--- src/rtl/seg_scan_decoder.sv ---
// Loopback monitor for a 3-digit multiplexed 7-segment scan bus.
// Rebuilds the hex digits shown on the display and publishes them as one coherent frame.
module seg_scan_decoder #(
  parameter logic [3:0] SETTLE         = 4'd2,
  parameter logic       SEG_ACTIVE_LOW = 1'b0
) (
  input  logic       clk,
  input  logic       rst,
  input  logic [2:0] sel,
  input  logic [6:0] seg,
  output logic [3:0] dig0,
  output logic [3:0] dig1,
  output logic [3:0] dig2,
  output logic       frame_valid,
  output logic       bad_seg,
  output logic       seq_err,
  output logic       locked
);

  localparam logic STATE_SYNC   = 1'b0;
  localparam logic STATE_LOCKED = 1'b1;

  logic [2:0] sel_q, prevSel_q;
  logic [6:0] seg_q;
  logic       valid_q, started_q;
  logic [3:0] run_q, run_d;
  logic       captured_q, captured_d;
  logic       state_q, state_d;
  logic [1:0] expect_q, expect_d;
  logic [3:0] shadow0_q, shadow0_d, shadow1_q, shadow1_d;
  logic       shBad_q, shBad_d;
  logic [3:0] dig0_q, dig0_d, dig1_q, dig1_d, dig2_q, dig2_d;
  logic       badSeg_q, badSeg_d;
  logic       frameValid_q, frameValid_d;
  logic       seqErr_q, seqErr_d;
  logic       locked_q;

  logic [6:0] segDec;
  logic [3:0] code;
  logic       patBad;
  logic       change;
  logic       capture;

  assign segDec = SEG_ACTIVE_LOW ? ~seg_q : seg_q;

  always_comb begin
    code   = 4'h0;
    patBad = 1'b0;
    case (segDec)
      7'h3F: code = 4'h0;
      7'h06: code = 4'h1;
      7'h5B: code = 4'h2;
      7'h4F: code = 4'h3;
      7'h66: code = 4'h4;
      7'h6D: code = 4'h5;
      7'h7D: code = 4'h6;
      7'h07: code = 4'h7;
      7'h7F: code = 4'h8;
      7'h6F: code = 4'h9;
      7'h77: code = 4'hA;
      7'h7C: code = 4'hB;
      7'h39: code = 4'hC;
      7'h5E: code = 4'hD;
      7'h79: code = 4'hE;
      7'h71: code = 4'hF;
      default: patBad = 1'b1;
    endcase
  end

  // run_d counts how long sel_q has held, including the current cycle;
  // valid_q masks the cycle where sel_q still holds its reset value.
  assign change = !started_q || (sel_q != prevSel_q);

  always_comb begin
    run_d      = run_q;
    captured_d = captured_q;
    if (change) begin
      run_d      = 4'd1;
      captured_d = 1'b0;
    end else if (run_q < SETTLE) begin
      run_d = run_q + 4'd1;
    end
  end

  assign capture = valid_q && (run_d == SETTLE) && !captured_d;

  always_comb begin
    state_d      = state_q;
    expect_d     = expect_q;
    shadow0_d    = shadow0_q;
    shadow1_d    = shadow1_q;
    shBad_d      = shBad_q;
    dig0_d       = dig0_q;
    dig1_d       = dig1_q;
    dig2_d       = dig2_q;
    badSeg_d     = badSeg_q;
    frameValid_d = 1'b0;
    seqErr_d     = 1'b0;
    if (capture) begin
      if (state_q == STATE_SYNC) begin
        if (sel_q > 3'd2) begin
          seqErr_d = 1'b1;
        end else if (sel_q == 3'd0) begin
          shadow0_d = code;
          shBad_d   = patBad;
          expect_d  = 2'd1;
          state_d   = STATE_LOCKED;
        end
      end else if (sel_q == {1'b0, expect_q}) begin
        case (expect_q)
          2'd0: begin
            shadow0_d = code;
            shBad_d   = shBad_q | patBad;
            expect_d  = 2'd1;
          end
          2'd1: begin
            shadow1_d = code;
            shBad_d   = shBad_q | patBad;
            expect_d  = 2'd2;
          end
          2'd2: begin
            dig0_d       = shadow0_q;
            dig1_d       = shadow1_q;
            dig2_d       = code;
            badSeg_d     = shBad_q | patBad;
            frameValid_d = 1'b1;
            shBad_d      = 1'b0;
            expect_d     = 2'd0;
          end
          default: ;
        endcase
      end else begin
        seqErr_d  = 1'b1;
        state_d   = STATE_SYNC;
        expect_d  = 2'd0;
        shadow0_d = 4'h0;
        shadow1_d = 4'h0;
        shBad_d   = 1'b0;
      end
    end
  end

  always_ff @(posedge clk or posedge rst) begin
    if (rst) begin
      sel_q        <= 3'd0;
      seg_q        <= 7'd0;
      prevSel_q    <= 3'd0;
      valid_q      <= 1'b0;
      started_q    <= 1'b0;
      run_q        <= 4'd0;
      captured_q   <= 1'b0;
      state_q      <= STATE_SYNC;
      expect_q     <= 2'd0;
      shadow0_q    <= 4'h0;
      shadow1_q    <= 4'h0;
      shBad_q      <= 1'b0;
      dig0_q       <= 4'h0;
      dig1_q       <= 4'h0;
      dig2_q       <= 4'h0;
      badSeg_q     <= 1'b0;
      frameValid_q <= 1'b0;
      seqErr_q     <= 1'b0;
      locked_q     <= 1'b0;
    end else begin
      sel_q        <= sel;
      seg_q        <= seg;
      prevSel_q    <= sel_q;
      valid_q      <= 1'b1;
      started_q    <= valid_q;
      run_q        <= run_d;
      captured_q   <= captured_d | capture;
      state_q      <= state_d;
      expect_q     <= expect_d;
      shadow0_q    <= shadow0_d;
      shadow1_q    <= shadow1_d;
      shBad_q      <= shBad_d;
      dig0_q       <= dig0_d;
      dig1_q       <= dig1_d;
      dig2_q       <= dig2_d;
      badSeg_q     <= badSeg_d;
      frameValid_q <= frameValid_d;
      seqErr_q     <= seqErr_d;
      locked_q     <= (state_d == STATE_LOCKED);
    end
  end

  assign dig0        = dig0_q;
  assign dig1        = dig1_q;
  assign dig2        = dig2_q;
  assign frame_valid = frameValid_q;
  assign bad_seg     = badSeg_q;
  assign seq_err     = seqErr_q;
  assign locked      = locked_q;

endmodule

--- config.mk ---
export PLATFORM = sky130hd
export DESIGN_NAME = seg_scan_decoder
export DESIGN_NICKNAME = d
export VERILOG_FILES = /design/src/rtl/seg_scan_decoder.sv
export SDC_FILE = /design/constraint.sdc
export NUM_CORES = 1
export LEC_CHECK = 0
export ABC_AREA = 1
export BUFFER_PORTS_ARGS = -buffer_cell sky130_fd_sc_hd__buf_2
export CORE_ASPECT_RATIO = 1.5
export CORE_MARGIN = 5
export CORE_UTILIZATION = 25
export CTS_BUF_LIST = sky130_fd_sc_hd__clkbuf_8
export DETAILED_ROUTE_END_ITERATION = 10
export RECOVER_POWER = 100
export SLEW_MARGIN = 0
export SYNTH_ARGS = -nofsm -noshare
export SYNTH_HDL_FRONTEND = slang
export SYNTH_SLANG_ARGS = --single-unit
--- constraint.sdc ---
create_clock -name clk -period 1.9 [get_ports clk]
set_clock_uncertainty 0.05 [all_clocks]
set_input_delay 0.285 -clock clk [delete_from_list [all_inputs] [get_ports clk]]
set_output_delay 0.285 -clock clk [all_outputs]
set_load 0.005 [all_outputs]
==> results.txt, run 1 <==
The height of the chip was 126 µm. Summing all multi-input logic gate instances after layout gives 936 µm². Leaving out filler cells and counting taps, the final layout contains 418. Ranked by total cell area, the synthesized netlist is headed by sky130_fd_sc_hd__dfrtp_1 52%, sky130_fd_sc_hd__nand2_1 15%, sky130_fd_sc_hd__inv_1 5.0%. The startpoint type of the worst setup path is a register. The synthesized design contains 47 register bits.

The sequential-to-total area share from yosys stat is 0.520, and the placeable core region is 0.00883 mm². The first global-routing pass estimated 7520 µm of wire. The arrival time reported for the critical path endpoint was 1890 ps.

28 I/O pins were placed. In this run the cell area measured after placement is 0.00255 mm². Setup repair after global routing could not meet its margin everywhere. Across all layers, the routed design uses 1780 vias. The async set-reset flop share out of synthesis was 1.00.

The first detailed-routing pass took 4 iterations. The H-tree depth reported by CTS is 2, and the routing usage on met1 is 0.0914. The run gives 0 as the number of antenna violations at the first check in global routing. The number of vias per cell is 4.26, and the number of placement rows is 42.

The power per cell area was 824 mW/mm². The register share of total power is 0.493. For the synthesis warning total, the log shows 0. The tools report the total power draw as 2.20 mW. The port buffer count was 27; the area occupied by registers was 0.00118 mm².

The unique cell type count in the Yosys netlist was 30; the maximum fanout along the worst path was 17. Synthesis produced a netlist whose cell count is 271. Counting the buffers created by CTS gives 5.

In this run the most used layer during global routing was met2. The ratio of cells with drive above 1 in the final layout works out to 0.179. For this run, the leading register cell type out of synthesis is sky130_fd_sc_hd__dfrtp_1. The number of max-cap violations was 0; the number of routed nets with antenna violations was 0. The combinational share of power came out at 0.125. In this run the worst hold path is classified as in -> reg.

After legalization and detailed placement, the total HPWL measured 3380 µm. Yosys mapped a number of flops with a built-in enable equal to 0. The starting density of the core is 0.256. Measured along the x axis, the die boundary spans 87.6 µm.

The commonest cells after synthesis are 92 x sky130_fd_sc_hd__nand2_1, 47 x sky130_fd_sc_hd__dfrtp_1, 30 x sky130_fd_sc_hd__inv_1, 23 x sky130_fd_sc_hd__nor2_1, 11 x sky130_fd_sc_hd__o21ai_0. The flow ran to the end, and the final reports show no timing, DRC or antenna violations. Counting cells, the worst reg-to-reg path comes to 9. Measured slew at the worst slew-check pin: 1040 ps.

The period utilization is 0.920. For the worst setup path, the data required time is 2040 ps. The run gives 0.147 as the met2 track utilization from global routing.

Proportion of netlist area held by the largest area contributor: 0.520. The aggregate global routing overflow is 0, and the DRC marker count from the first detailed-route iteration is 52. The run gives 0 as the final number of max-transition violations. The detail-routed net length per standard cell is 10.3 µm. The hold violation total from the final report was 0.

Clock-pin slew was measured on the worst setup and hold paths at 90 ps. The internal portion of the total power is 1.66 mW. The logs give 0.382 for the share of total power in the clock network and 288 for the total nets after synthesis. IR analysis of the VDD net gives a maximum drop of 0.339 mV.

Worst-case setup slack after placement: 53.8 ps. The largest net degree at the start of global routing came out at 48. The cell taking the most area after synthesis was sky130_fd_sc_hd__dfrtp_1. The largest buffer count on any clock path was 2.

The post-synthesis instance area is 0.00226 mm². The die covers 0.0111 mm². The switching power total was 543 µW; the weighted congestion reported at the end of routability-driven placement was 0.810.

The synthesized area per cell is 8.34 µm², and the filler cell count in the final layout is 973. For this run, design rule violations remaining after detail routing come to 0. The number of global-route vias before repair came out at 1770. The most frequently used cell type in the post-synthesis netlist was sky130_fd_sc_hd__nand2_1. The overall routing resource usage came out at 0.0844.

For the routing usage on met3, the log shows 0.0279. The critical path is of the reg -> reg type. For the leakage power summed over all cells, the log shows 1.39 nW. TritonCTS built the clock tree. The final instance area is 0.00267 mm², and the relative slew slack is 0.306. Worst setup margin: 151 ps. The run gives 290 ps as the clock latency on the worst-skew pair.

From synthesis to final layout, the design area changed by 18.2%. After the last flow step, the layout net total stands at 324. The time the final worst path needs with I/O delays and setup is 1750 ps. The master cell of the clock root buffer is sky130_fd_sc_hd__clkbuf_8. Setup violations remaining at the end of the flow were counted as 0.

The hold path depth is 1, and the sum of negative setup slack is 0 ps. The tree built by TritonCTS fans out to 47 sinks. Once placement completed, the tool counted placed cells totaling 409. The routed design has 4310 µm of wire. Timing would allow up to 572 MHz. The switching power as a share of total power is 0.247, and the antenna diode count is 0. The worst setup path is captured at a register.
per-stage QoR:
stage	utilization	hold slack (ps)
after floorplan	-	266
after global placement	0.289	295
after detailed placement	0.289	299
after CTS	0.305	26.1
after global routing	0.303	16.3
final	0.303	41.2
power by group through the flow:
| stage | Combinational (mW) | Sequential (mW) | Clock (mW) |
|---|---|---|---|
| finish | 0.276 | 1.08 | 0.841 |
| global route | 0.324 | 1.09 | 0.903 |
| CTS | 0.281 | 1.08 | 0.869 |
| detailed placement | 0.279 | 1.10 | 0 |
| global placement | 0.273 | 1.10 | 0 |
| floorplan | 0.199 | 1.09 | 0 |
cell usage in the layout (no fill, tap or decap), drive strengths merged:
master       netlist  routed
nand2             99      99
dfrtp             47      47
inv               33      34
nor2              30      30
buf                3      25
o21ai             19      19
nand3             11      11
clkbuf             0      11
a21oi              6       6
ha                 5       5
nor3               4       4
nand4              4       4
a31oi              2       2
bufinv             0       2
or2                2       2
xnor2              1       1
nand3b             1       1
a22oi              1       1
a211oi             1       1
mux2               1       1
dlygate4sd3        0       1
conb               1       1
sequential cells by signal (all words and copies together), names as in the netlist, 2 cells and up:
name / count
dig0: 4
dig1: 4
dig2: 4
expect_q: 2
prevSel_q: 3
run_q: 4
segDec: 7
sel_q: 3
shadow0_q: 4
shadow1_q: 4
layout make-up:
type,instances,area share
Multi-Input combinational cell,188,0.350
Inverter,33,0.0464
Timing Repair Buffer,32,0.0618
Tap cell,110,0.0515
Sequential cell,47,0.440
Clock inverter,3,0.0239
Clock buffer,5,0.0258
repair_timing:
| item | CTS | global route |
|---|---|---|
| gates resized for setup | 0 | 4 |
| endpoints found under the setup margin | 0 | 21 |
| hold endpoints to repair | 47 | 0 |
| buffers inserted | 0 | 0 |
| hold buffers | 1 | 0 |
worst paths after layout:
kind / startpoint / endpoint / slack [ps]
worst min-delay path: sel[0] / sel_q[0] / 40
worst max register to register: run_q[1] / dig2[1] / 150
min in group asynchronous: rst / run_q[3] / 820
worst max-delay path: run_q[1] / dig2[1] / 150
worst min register to register: valid_q / started_q / 340
max in group asynchronous: rst / segDec[2] / 340
routing by layer:
metal  vias up  part of all wire
met5         -                 0
met4         0             0.016
met3         4             0.057
met2        33              0.51
met1       834              0.41
li1        909                 -
logic make-up (layout without fill, tap and decap cells):
group	after synthesis	in the layout	synth area share
AND/OR/NAND/NOR	151	151	0.299
flip-flops	47	47	0.520
buffers and inverters	36	73	0.0664
AO/OA/AOI/OAI	29	29	0.0759
adder cells (fa/ha/maj)	5	5	0.0277
other	1	1	0.00166
XOR/XNOR	1	1	0.00388
multiplexers	1	1	0.00498
critical path, stage by stage (launching register included):
cell and delay (ps):
sky130_fd_sc_hd__dfrtp_1 400, sky130_fd_sc_hd__ha_1 280, sky130_fd_sc_hd__a21oi_1 60, sky130_fd_sc_hd__buf_4 150
sky130_fd_sc_hd__nor2_8 120, sky130_fd_sc_hd__nand3_4 100, sky130_fd_sc_hd__nor2_2 170, sky130_fd_sc_hd__inv_2 150
sky130_fd_sc_hd__nand2_1 110, sky130_fd_sc_hd__o21ai_2 50
(Power assumes the default switching activity.)
==> run 2, diff against run 1 <==
--- a/config.mk
+++ b/config.mk
@@ -6,12 +6,14 @@
 export NUM_CORES = 1
 export LEC_CHECK = 0
 export ABC_AREA = 1
-export BUFFER_PORTS_ARGS = -buffer_cell sky130_fd_sc_hd__buf_2
+export BUFFER_PORTS_ARGS = -buffer_cell sky130_fd_sc_hd__clkbuf_2
 export CORE_ASPECT_RATIO = 1.5
 export CORE_MARGIN = 5
 export CORE_UTILIZATION = 25
 export CTS_BUF_LIST = sky130_fd_sc_hd__clkbuf_8
 export DETAILED_ROUTE_END_ITERATION = 10
+export GPL_TIMING_DRIVEN = 0
+export MAX_ROUTING_LAYER = met4
 export RECOVER_POWER = 100
 export SLEW_MARGIN = 0
 export SYNTH_ARGS = -nofsm -noshare
==> results.txt, run 2 (synthesis results as in run 1) <==
The run finished with clean final reports. The port buffer count was 27 (unchanged); the largest net degree at the start of global routing was 30 (-38%). The first-pass GRT wire length was 7600 µm (+1.0%). In this run the worst hold path is classified as in -> reg. The kind of cell adding the most delay to the critical path was simple AND/OR/NAND/NOR gates. The hold violation total from the final report was 0 (unchanged). TritonCTS built the clock tree. The tools report the antenna diode count as 0 (unchanged). The buffering stage count on the worst path with inverters included was 1 (-1); the floorplan die area was 0.0111 mm² (unchanged). The logs give 0 (unchanged) for the number of max-cap violations and 28 (unchanged) for the number of top-level design ports. The die span in x works out to 87.6 µm (unchanged). Master cell of the clock root buffer: sky130_fd_sc_hd__clkbuf_8. For the area occupied by registers, the log shows 0.00118 mm² (unchanged). The logs give 0.0903 (+0.00587) for the overall routing resource usage and 4 (unchanged) for the first-pass iteration count of the detailed router. The power per cell area is 807 mW/mm² (-2.1%), and the filler cell count in the final layout is 957 (-1.6%).

The cell that appears most often on the critical path is sky130_fd_sc_hd__nand3_1. The relative slew slack came out at 0.535 (+0.230). Walking the worst path, the cells encountered are ha_1 > nand3_1 > nand3_1 > nor2_4 > nand3_4 > or2_1 > buf_6 > nand2_2 > o21ai_2.

The tools report the number of global-route vias before repair as 1777 (+0.40%). The number of routed nets with antenna violations is 0 (unchanged), and the ratio of cells with drive above 1 in the final layout is 0.244 (+0.0652). The time the final worst path needs with I/O delays and setup is 1790 ps (+36.3 ps). Placeable core region: 0.00883 mm² (unchanged).

Clock buffer count from CTS: 5 (unchanged). The combinational share of power was 0.141 (+0.016); the DRC marker count from the first detailed-route iteration was 104 (+100%). The run gives 0.477 (-0.016) as the register share of total power. The slowest stage of the critical path belongs to the cell sky130_fd_sc_hd__dfrtp_1.

The delay of the slowest cell on the worst path works out to 420 ps (+20 ps). For the H-tree depth reported by CTS, the log shows 2 (unchanged). The area used by multi-input combinational logic came out at 971 µm² (+3.7%). For the detailed placer's ending HPWL, the log shows 3420 µm (+1.1%). The run gives 0.277 mV (-18%) as the maximum resistive drop on vdd.

The number of sinks driven by the clock tree was 47 (unchanged). The maximum fanout along the worst path is 8 (-9). The routed wire length came out at 4450 µm (+3.1%). The logs give 0.00255 mm² (+0.15%) for the post-place instance area and 0 (unchanged) for the final number of max-transition violations. The period utilization works out to 0.940 (+0.0191). The library cell used most frequently in the layout, excluding fill and tap cells, is sky130_fd_sc_hd__nand2_1. Number of design rule violations left after detail routing: 0 (unchanged). The switching power total is 578 µW (+6.6%), and the aggregate global routing overflow is 0 (unchanged). The worst hold slack after final layout came out at 27.5 ps (-13.7 ps).

STA classifies the critical path startpoint as a register. The flip-flop count of the largest register after layout was 7 (unchanged). The number of antenna violations at the first check in global routing is 0 (unchanged).

The logs give 2 (unchanged) for the largest buffer count on any clock path and 336 (+3.7%) for the final layout net count. The starting density of the core was 0.256 (unchanged). The leakage power summed over all cells was 1.46 nW (+4.6%).

The growth of design area from synthesis to finish works out to 24.7%. Required time of the critical path: 2050 ps (about the same). Classification of the worst setup path: reg -> reg.

The setup-violating endpoint count in the final report is 0 (unchanged). The measured slew at the worst slew-check pin is 696 ps (-346 ps), and the clock transition at the registers of the reported paths is 90 ps (about the same). The detail-routed net length per standard cell is 10.3 µm (+0.23%). Clock latency on the worst-skew pair: 310 ps (+20 ps). The endpoint kind of the worst setup timing path is a register. The logs give 0.382 (about the same) for the share of total power in the clock network and 0.00282 mm² (+5.5%) for the final instance area. The via total after detailed routing was 1816 (+2.0%). In the layout the commonest cells are 90 x sky130_fd_sc_hd__nand2_1, 47 x sky130_fd_sc_hd__dfrtp_1, 29 x sky130_fd_sc_hd__inv_1. The switching power as a share of total power is 0.254 (+0.00775), and the peak clock frequency supported by timing is 560 MHz (-2.0%). The number of vias per cell was 4.22 (-0.82%).

Height of the chip: 126 µm (unchanged). The run gives 0.810 (about the same) as the weighted congestion reported at the end of routability-driven placement. The internal power component came out at 1.70 mW (+2.2%). The number of placement rows was 42 (unchanged). Arrival time reported for the critical path endpoint: 1940 ps (+50 ps).
## run 2: timing repair
action,CTS,global route
setup endpoints to repair,10,22
setup buffers,0,11
gates resized for setup,2,9
cloned,0,0
pin swaps,0,2
endpoints found under the hold margin,18,1
hold buffers,1,1
## run 2: cell type report
class | instances | area share
Clock buffer | 5 | 0.0244
Buffer | 3 | 0.0107
Inverter | 33 | 0.0440
Tap cell | 110 | 0.0488
Sequential cell | 47 | 0.417
Multi-Input combinational cell | 188 | 0.345
Timing Repair Buffer | 41 | 0.0861
Clock inverter | 3 | 0.0240
## run 2: routing by layer
layer  up-vias  part of all wire  global-route usage
met5         -                 0                   -
met4         0             0.027              0.0533
met3         7             0.046              0.0266
met2        29              0.51               0.152
met1       836              0.42              0.0900
li1        944                 -                   -
## run 2: power by group through the flow
| stage | clock network [mW] | logic (mW) | registers [mW] |
|---|---|---|---|
| 2_1_floorplan | 0 | 0.199 | 1.09 |
| 3_3_place_gp | 0 | 0.262 | 1.10 |
| 6_report | 0.868 | 0.321 | 1.08 |
| 3_5_place_dp | 0 | 0.270 | 1.10 |
| 4_1_cts | 0.909 | 0.278 | 1.08 |
| 5_1_grt | 0.944 | 0.376 | 1.09 |
## run 2: path summary, 6_finish.rpt
check                          from           end  slack [ps]  depth (start not counted)
min reg2reg                 valid_q     started_q         330                          0
max reg2reg                run_q[1]  shadow1_q[3]         110                          9
min                          seg[1]     segDec[1]          30                          1
max in group asynchronous       rst       dig1[3]         320                          4
min in group asynchronous       rst      run_q[3]         560                          3
max                        run_q[1]  shadow1_q[3]         110                          9
## run 2: per-stage QoR
stage	cells	setup TNS (ps)	utilization	power [mW]	setup WS (ps)
floorplan	271	0	-	1.29	235
global placement	408	-8500	0.287	1.36	-181
detailed placement	409	-384	0.289	1.37	-46.8
CTS	418	0	0.307	2.27	7.32
global route	430	-1.70	0.319	2.41	-1.70
finish	430	0	0.319	2.27	115
